[src/rtl/softmax_argmax.sv]
// softmax_argmax: streaming top-2 tracker over one frame of IEEE-754 probabilities.
// Optional macro SOFTMAX_ARGMAX_NAN_EN: skip NaN entries and report them on out_nan.
`default_nettype none

module softmax_argmax #(
    parameter int NUM_CLASSES = 10,
    parameter int IDX_W       = 4
) (
    input  logic             clk,
    input  logic             rst_n,
    input  logic             flush,
    input  logic             in_valid,
    output logic             in_ready,
    input  logic [31:0]      in_data,
    output logic             out_valid,
    input  logic             out_ready,
    output logic [IDX_W-1:0] out_class,
    output logic [31:0]      out_prob,
    output logic [IDX_W-1:0] out_class2,
    output logic [31:0]      out_prob2
`ifdef SOFTMAX_ARGMAX_NAN_EN
    ,
    output logic             out_nan
`endif
);

    localparam logic [IDX_W-1:0] c_LAST = IDX_W'(NUM_CLASSES - 1);
`ifdef SOFTMAX_ARGMAX_NAN_EN
    localparam logic [31:0] c_EMPTY = 32'h7FC0_0000;
`else
    localparam logic [31:0] c_EMPTY = 32'h0000_0000;
`endif

    typedef enum logic [0:0] {S_COLLECT = 1'b0, S_HOLD = 1'b1} state_t;

    // Map a float onto an unsigned key whose order is the float total order.
    function automatic logic [31:0] f_key(input logic [31:0] d);
        return d[31] ? ~d : (d ^ 32'h8000_0000);
    endfunction

    state_t             r_state;
    logic [IDX_W-1:0]   r_cnt;
    logic               r_in_ready, r_out_valid;
    logic               r_bvld, r_svld;
    logic [IDX_W-1:0]   r_bcls, r_scls;
    logic [31:0]        r_bdata, r_sdata;
    logic [IDX_W-1:0]   r_out_class, r_out_class2;
    logic [31:0]        r_out_prob, r_out_prob2;
    logic               r_nan, r_out_nan;

    logic               w_beat, w_first, w_ok, w_take_b, w_take_s;
    logic               w_bvld, w_svld;
    logic [31:0]        w_k, w_bkey, w_skey;
    logic               w_n_bvld, w_n_svld, w_n_nan;
    logic [IDX_W-1:0]   w_n_bcls, w_n_scls;
    logic [31:0]        w_n_bdata, w_n_sdata;

    always_comb begin
        w_beat  = in_valid & r_in_ready;
        w_first = (r_cnt == '0);
        w_k     = f_key(in_data);
        // Trackers from the previous frame are ignored on the first beat.
        w_bvld  = r_bvld & ~w_first;
        w_svld  = r_svld & ~w_first;
        w_bkey  = w_bvld ? f_key(r_bdata) : 32'h0;
        w_skey  = w_svld ? f_key(r_sdata) : 32'h0;
`ifdef SOFTMAX_ARGMAX_NAN_EN
        w_ok    = ~((&in_data[30:23]) & (|in_data[22:0]));
        w_n_nan = (r_nan & ~w_first) | ~w_ok;
`else
        w_ok    = 1'b1;
        w_n_nan = 1'b0;
`endif
        w_take_b = w_ok & (~w_bvld | (w_k > w_bkey));
        w_take_s = w_ok & ~w_take_b & (w_k > w_skey);

        w_n_bvld  = w_bvld;
        w_n_bcls  = r_bcls;
        w_n_bdata = r_bdata;
        w_n_svld  = w_svld;
        w_n_scls  = r_scls;
        w_n_sdata = r_sdata;
        if (w_take_b) begin
            w_n_svld  = w_bvld;
            w_n_scls  = r_bcls;
            w_n_sdata = r_bdata;
            w_n_bvld  = 1'b1;
            w_n_bcls  = r_cnt;
            w_n_bdata = in_data;
        end else if (w_take_s) begin
            w_n_svld  = 1'b1;
            w_n_scls  = r_cnt;
            w_n_sdata = in_data;
        end
    end

    always_ff @(posedge clk or negedge rst_n) begin
        if (!rst_n) begin
            r_state      <= S_COLLECT;
            r_cnt        <= '0;
            r_in_ready   <= 1'b1;
            r_out_valid  <= 1'b0;
            r_bvld       <= 1'b0;
            r_svld       <= 1'b0;
            r_bcls       <= '0;
            r_scls       <= '0;
            r_bdata      <= '0;
            r_sdata      <= '0;
            r_nan        <= 1'b0;
            r_out_class  <= '0;
            r_out_class2 <= '0;
            r_out_prob   <= '0;
            r_out_prob2  <= '0;
            r_out_nan    <= 1'b0;
        end else if (flush) begin
            r_state      <= S_COLLECT;
            r_cnt        <= '0;
            r_in_ready   <= 1'b1;
            r_out_valid  <= 1'b0;
            r_bvld       <= 1'b0;
            r_svld       <= 1'b0;
            r_bcls       <= '0;
            r_scls       <= '0;
            r_bdata      <= '0;
            r_sdata      <= '0;
            r_nan        <= 1'b0;
            r_out_class  <= '0;
            r_out_class2 <= '0;
            r_out_prob   <= '0;
            r_out_prob2  <= '0;
            r_out_nan    <= 1'b0;
        end else begin
            case (r_state)
                S_COLLECT: begin
                    if (w_beat) begin
                        r_bvld  <= w_n_bvld;
                        r_bcls  <= w_n_bcls;
                        r_bdata <= w_n_bdata;
                        r_svld  <= w_n_svld;
                        r_scls  <= w_n_scls;
                        r_sdata <= w_n_sdata;
                        r_nan   <= w_n_nan;
                        if (r_cnt == c_LAST) begin
                            r_cnt        <= '0;
                            r_state      <= S_HOLD;
                            r_in_ready   <= 1'b0;
                            r_out_valid  <= 1'b1;
                            r_out_class  <= w_n_bvld ? w_n_bcls : '0;
                            r_out_prob   <= w_n_bvld ? w_n_bdata : c_EMPTY;
                            r_out_class2 <= w_n_svld ? w_n_scls : '0;
                            r_out_prob2  <= w_n_svld ? w_n_sdata : c_EMPTY;
                            r_out_nan    <= w_n_nan;
                        end else begin
                            r_cnt <= r_cnt + IDX_W'(1);
                        end
                    end
                end
                S_HOLD: begin
                    if (out_ready) begin
                        r_state     <= S_COLLECT;
                        r_in_ready  <= 1'b1;
                        r_out_valid <= 1'b0;
                    end
                end
                default: r_state <= S_COLLECT;
            endcase
        end
    end

    assign in_ready   = r_in_ready;
    assign out_valid  = r_out_valid;
    assign out_class  = r_out_class;
    assign out_prob   = r_out_prob;
    assign out_class2 = r_out_class2;
    assign out_prob2  = r_out_prob2;
`ifdef SOFTMAX_ARGMAX_NAN_EN
    assign out_nan    = r_out_nan;
`else
    logic w_unused;
    assign w_unused = r_out_nan ^ r_nan;
`endif

endmodule

`default_nettype wire

[config.mk]
export PLATFORM = sky130hd
export DESIGN_NAME = softmax_argmax
export DESIGN_NICKNAME = d
export VERILOG_FILES = /design/src/rtl/softmax_argmax.sv
export SDC_FILE = /design/constraint.sdc
export NUM_CORES = 1
export LEC_CHECK = 0
export ABC_AREA = 1
export ABC_CLOCK_PERIOD_IN_PS = 4300
export CAP_MARGIN = 20
export CORE_MARGIN = 2
export CORE_UTILIZATION = 45
export CTS_BUF_LIST = sky130_fd_sc_hd__clkbuf_16
export CTS_CLUSTER_DIAMETER = 120
export DETAILED_ROUTE_END_ITERATION = 16
export DONT_BUFFER_PORTS = 1
export PLACE_DENSITY = 0.61
export SKIP_LAST_GASP = 1
export SLEW_MARGIN = 20
export SYNTH_ARGS = -nofsm -noshare
export SYNTH_HDL_FRONTEND = slang
export SYNTH_SLANG_ARGS = --single-unit
[constraint.sdc]
create_clock -name clk -period 4.3 [get_ports clk]
set_clock_uncertainty 0.05 [all_clocks]
set_input_delay 0.43 -clock clk [delete_from_list [all_inputs] [get_ports clk]]
set_output_delay 0.43 -clock clk [all_outputs]
set_load 0.01 [all_outputs]
Word level (Yosys, flattened, before mapping)
Index checks and enable logic that the tools add are counted.
{"block": "classes", "n_addsub": 1, "n_mul": 0, "n_div": 0, "order_cmp": 2, "eq_ne": 5, "n_shift": 0, "n_mux": 71, "n_bitwise": 15, "n_reduce_logical": 6}
{"operator": "32-bit two-way mux", "n": 24}
{"operator": "32-bit NOT", "n": 3}
{"operator": "4-bit two-way mux", "n": 23}
{"operator": "32-bit greater-than comparator", "n": 2}
{"operator": "1-bit two-way mux", "n": 21}
{"operator": "3-bit inequality test (second input constant)", "n": 3}
{"operator": "1-bit NOT", "n": 7}
{"operator": "1-bit one-hot mux with 2 select lines", "n": 3}
{"operator": "3-bit AND reduction", "n": 2}
{"operator": "4-bit by 1-bit adder with 4-bit output (second input constant)", "n": 1}
{"operator": "1-bit AND", "n": 4}
{"operator": "4-bit == test (second input constant)", "n": 1}
{"operator": "4-bit logical NOT", "n": 1}
{"operator": "2-bit nonzero test", "n": 2}
{"operator": "2-bit inequality test (second input constant)", "n": 1}
{"operator": "2-bit AND reduction", "n": 1}
{"operator": "1-bit bitwise OR", "n": 1}
{"block": "word_totals", "reg_bits": 153, "latch_bits": 0, "ram_bits": 0, "mem_bits_ro": 0, "in_bits": 37, "out_inout_bits": 74, "word_cells": 114, "memories": 0}

Longest topological paths before layout
{"block": "depth", "word_depth": 15, "depth_mapped": 25, "depth_no_buf": 23}

Worst setup path before layout
No wires, ideal clock.
{"block": "synth_path", "kind": "register to register", "startpoint": "register r_cnt[0]", "endpoint": "register r_bdata[22]", "setup_time_ns": 0.135, "arrival_time_ns": 2.760, "t_required_ns": 4.115, "path_slack_ns": 1.354, "stages_incl_launch_ff": 19, "n_path_buf": 2, "period_less_slack_ns": 2.946, "cell_sequence": "dfrtp_1 -> inv_1 -> ha_1 -> nand3_1 -> nand2_1 -> inv_1 -> clkbuf_1 -> o21ai_0 -> ha_1 -> nand2_1 -> nor2_1 -> nand4_1 -> nor2_1 -> nand4_1 -> a21oi_2 -> buf_2 -> nand2_1 -> nand3_1 -> o21ai_0"}
{"block": "synth_via", "elab_chain_len": 10, "word_cells_on_any_way": 11, "cone_classes": "order compare (1); mux (5); bitwise (4); reduce/logical (1)"}
{"item": "start: declaration", "line": "42", "rtl": "logic [IDX_W-1:0] r_cnt;"}
{"item": "start signal: assignment", "line": "154", "rtl": "r_cnt <= r_cnt + IDX_W'(1);"}
{"item": "4-bit logical NOT (*)", "line": "60", "rtl": "w_first = (r_cnt == '0);"}
{"item": "1-bit NOT (*)", "line": "63", "rtl": "w_bvld = r_bvld & ~w_first;"}
{"item": "1-bit AND (*)", "line": "63"}
{"item": "32-bit two-way mux", "line": "65", "rtl": "w_bkey = w_bvld ? f_key(r_bdata) : 32'h0;"}
{"item": "32-bit greater-than comparator", "line": "74", "rtl": "w_take_b = w_ok & (~w_bvld | (w_k > w_bkey));"}
{"item": "1-bit bitwise OR (*)", "line": "74"}
{"item": "32-bit two-way mux (*)", "line": "83", "rtl": "if (w_take_b) begin"}
{"item": "32-bit two-way mux (*)", "line": "135", "rtl": "if (w_beat) begin"}
{"item": "32-bit two-way mux (*)", "line": "133", "rtl": "case (r_state)"}
{"item": "32-bit two-way mux (*)", "line": "115", "rtl": "end else if (flush) begin"}
{"item": "end signal: assignment", "line": "138", "rtl": "r_bdata <= w_n_bdata;"}
{"item": "end: declaration", "line": "46", "rtl": "logic [31:0] r_bdata, r_sdata;"}
Mark *: on every way between the ends. The rest lies on a longest branch, timed or not. The select of a mux whose other input is x is not followed.
A chain may end at the register's enable or synchronous reset.

Final worst setup path
{"block": "layout_path", "startpoint": "register r_cnt[0]", "endpoint": "register r_out_prob2[17] (netlist: out_prob2[17])"}
{"block": "layout_via", "elab_chain_len": 15, "word_cells_on_any_way": 24, "cone_classes": "order compare (2); eq/ne (1); mux (11); bitwise (7); reduce/logical (3)"}
{"item": "4-bit logical NOT", "line": "60"}
{"item": "1-bit NOT", "line": "63, 64"}
{"item": "1-bit AND", "line": "63"}
{"item": "32-bit two-way mux", "line": "65"}
{"item": "32-bit greater-than comparator", "line": "74"}
{"item": "1-bit bitwise OR", "line": "74"}
{"item": "1-bit NOT", "line": "75", "rtl": "w_take_s = w_ok & ~w_take_b & (w_k > w_skey);"}
{"item": "1-bit AND", "line": "75"}
{"item": "32-bit two-way mux / 1-bit two-way mux (equally long branches)", "line": "90", "rtl": "end else if (w_take_s) begin"}
{"item": "32-bit two-way mux / 1-bit two-way mux (equally long branches)", "line": "83"}
{"item": "32-bit two-way mux", "line": "151", "rtl": "r_out_prob2 <= w_n_svld ? w_n_sdata : c_EMPTY;"}
{"item": "32-bit two-way mux", "line": "143", "rtl": "if (r_cnt == c_LAST) begin"}
{"item": "32-bit two-way mux", "line": "135"}
{"item": "32-bit two-way mux", "line": "133"}
{"item": "32-bit two-way mux", "line": "115"}
{"item": "end signal: assignment", "line": "151"}
{"item": "end: declaration", "line": "48", "rtl": "logic [31:0] r_out_prob, r_out_prob2;"}
Parallel ways exist; a longest one is shown, timed or not. The select of a mux whose other input is x is not followed.

==> metrics.txt <==
reg-to-reg endpoint=out_prob2[17]; Synth area leader=dfrtp_1; RSZ-0062 raised after global routing=no; dpl ws=0.5876 ns; Crit path top cell by count=nand2_1; Clk pin slew, worst setup/hold paths=0.07 ns; # nets final=1510; CTS Buf Count=17; final count of negative-setup-slack endpoints=0; routed vias/inst=5.344; R2R depth=22; Slew @ Worst Pin=0.8684 ns; largest net degree at the start of global routing=154; placed inst area=10250 µm²; post-synthesis cell type count=32; R2R Path Start=r_cnt[0]; commonest cells in the netlist=nand2_1 (440), o21ai_0 (177), dfrtp_1 (152), nor2_1 (152), nand3_1 (151); clk_lat worst skew=0.44 ns; top cell type's share of synthesized area=37.93%; area of the die=23490 µm²; Hold Slack=-0.07184 ns; CP Depth=22; Largest delay share family, worst path=simple AND/OR/NAND/NOR gates; post-route setup slack=0.5542 ns; most common cell in the netlist=nand2_1; clk sink count=153; Most used DFF post-synth=dfrtp_1; DR vias=9079; Post-Route WL=28340 µm; CTS tree=done; Layout area overhead=8.435%; crit-path cells=inv_1 -> ha_1 -> nand3_1 -> nand2_1 -> inv_1 -> buf_4 -> o21ai_0 -> ha_1 -> nand2_1 -> inv_2 -> nand3_1 -> nor2_1 -> nand2_1 -> nand2_1 -> nand2_1 -> nand2_1 -> nand2_1 -> nand2_2 -> nor2_4 -> nor2_8 -> nand3_1 -> nand2_1; # diodes=0; synthesized flop and latch total=153; htree depth=4; top cells by area, synth=dfrtp_1 (38%), nand2_1 (16%), o21ai_0 (8.8%); die width=153.3 µm; slowest stage cell, crit path=nor2_8; Worst IR Drop VDD=0.2750 mV; DP Wirelength=18460 µm; kind of critical path=flop to flop; reg2reg setup slack=0.55 ns; Cells after Synth=1442; final hold vios=57; status=finished with violations; Crit path arrival time=4.07 ns; post-CTS setup buffers=0; Data required, critical path=4.62 ns; drt pass-1 iters=5; LEAKAGE=5.525 nW; clock buffer depth=2; vias in the first global route=9138; Overflow after GRT=0; IO buf count=0; gpl congestion=0.8448; layout cells sized above 1=5.356%; DR WL/cell=16.68 µm; Synth Area per Inst=6.954 µm²; I/O pin cnt=111; crit-path max cell delay=0.50 ns; Startpoint Class=flop; Worst setup EP type=flop; Hold Path Class=input pin to async pin; Buf+Inv Stages, Crit Path=4; CP max FO=36; failing checks=negative hold slack; post-route ant nets=0; core area=21820 µm²; clk root buf=clkbuf_16; final worst path period need=3.746 ns; Starting Density=45.95%; Final Total Pwr=4.254 mW; Remaining DRCs=0; first-pass GRT wire length=47770 µm; Achievable Freq=0.2670 GHz; period utilisation layout=87.11%; PwrDens=391.2 nW/µm²; Net Count, Synth=1546; Max Slew Vio Count=0; Async S/R FF share, synth=100.0%; Die Ht=153.3 µm; initial antenna violation count=0; EDFF count, synth=0; setup tns final=0 ns; Tot GR Track Use=25.22%; max-capacitance violation count=0; final instance area=10870 µm²; part of the Yosys area used for sequential elements=38.20%; std cell rows=54; synthesized cell area=10030 µm²; Syn. warnings=0; initial DRC count=780; max-slew headroom at the worst pin=42.11%
-- layout make-up --
| cell class | count | area (µm²) |
|---|---|---|
| timing repair buffer | 28 | 255.2 |
| fill | 2188 | 10950 |
| clock inverter | 15 | 168.9 |
| multi-input combinational | 1076 | 5354 |
| clock buffer | 17 | 425.4 |
| inverter | 130 | 489.2 |
| tap | 280 | 350.3 |
| sequential | 153 | 3830 |
-- flip-flops by register name, summed over array words and instances, names as in the netlist --
| name | flops |
|---|---|
| out_prob2 | 32 |
| out_prob | 32 |
| r_bdata | 32 |
| r_sdata | 32 |
| out_class2 | 4 |
| out_class | 4 |
| r_bcls | 4 |
| r_cnt | 4 |
| r_scls | 4 |
| in_ready | 1 |
| out_valid | 1 |
| r_bvld | 1 |
| r_state | 1 |
| r_svld | 1 |
-- worst max-delay path by stage --
stage | endpoint | slack, ns | startpoint
6_report | out_prob2[17] | 0.55 | r_cnt[0]
5_1_grt | out_prob2[17] | 0.18 | r_cnt[0]
3_3_place_gp | out_prob2[17] | 0.66 | r_cnt[0]
2_1_floorplan | r_bdata[22] | 1.35 | r_cnt[0]
4_1_cts | out_prob2[17] | 0.56 | r_cnt[0]
3_5_place_dp | out_prob2[17] | 0.59 | r_cnt[0]
-- power by group --
part           total [mW]  internal (mW)  switching, mW  leakage [nW]
combinational       0.976          0.316          0.660          3.20
sequential           1.72           1.58          0.142          2.05
clock                1.55          0.868          0.685         0.278
total                4.25           2.77           1.49          5.52
-- kinds of logic (layout without fill, tap and decap cells) --
logic type,count (synthesis),count (layout),synth area share (%)
and+or+nand+nor,758,758,30.96
AOI/OAI and AO/OA,220,220,11.22
buffers and inverters,213,190,8.560
DFF,153,153,38.20
adders and majority gates,67,67,8.360
xor gates and xnor gates,31,31,2.708
-- per-stage QoR --
step,cells,hold WS [ns],utilization (%)
floorplan,1442,0.08441,-
global placement,1666,0.09313,46.97
detailed placement,1666,0.09035,46.97
CTS,1699,0.006462,49.82
global route,1699,0.03664,49.82
finish,1699,-0.07184,49.82
-- placed cells by master, fill, tap and decap left out --
master,synthesis,routed
nand2_1,440,440
o21ai_0,177,177
dfrtp_1,152,152
nor2_1,152,151
nand3_1,151,151
inv_1,126,125
ha_1,67,67
a21oi_1,33,33
xor2_1,30,30
buf_4,4,25
clkbuf_16,0,17
nand4_1,4,4
o21a_1,4,4
clkinvlp_4,0,4
inv_2,3,3
nand2_2,3,3
inv_6,0,3
clkinv_4,0,3
clkinv_1,1,2
nor2_2,2,2
nor2_4,1,2
a21o_1,2,2
nand2_4,2,2
bufinv_16,0,2
inv_8,0,2
buf_12,0,2
xnor2_1,1,1
a21oi_4,0,1
nor3_2,1,1
and3_1,1,1
clkinv_2,0,1
nor2_8,1,1
a22oi_1,1,1
o21bai_1,1,1
o21ai_1,1,1
buf_16,0,1
dfstp_2,1,1
-- routing by layer --
metal / track usage (%) / vias up / wire (µm)
li1: - / 4534 / -
met1: 34.10 / 4185 / 12980
met2: 40.52 / 314 / 12760
met3: 4.990 / 46 / 2083
met4: 8.554 / 0 / 515
met5: 0 / - / 0
-- repair_timing --
| item | 4_1_cts | 5_1_grt |
|---|---|---|
| endpoints found under the hold margin | 153 | 0 |
| gates resized for setup | 0 | 0 |
| hold buffers | 1 | 0 |
(Power assumes the default switching activity.)
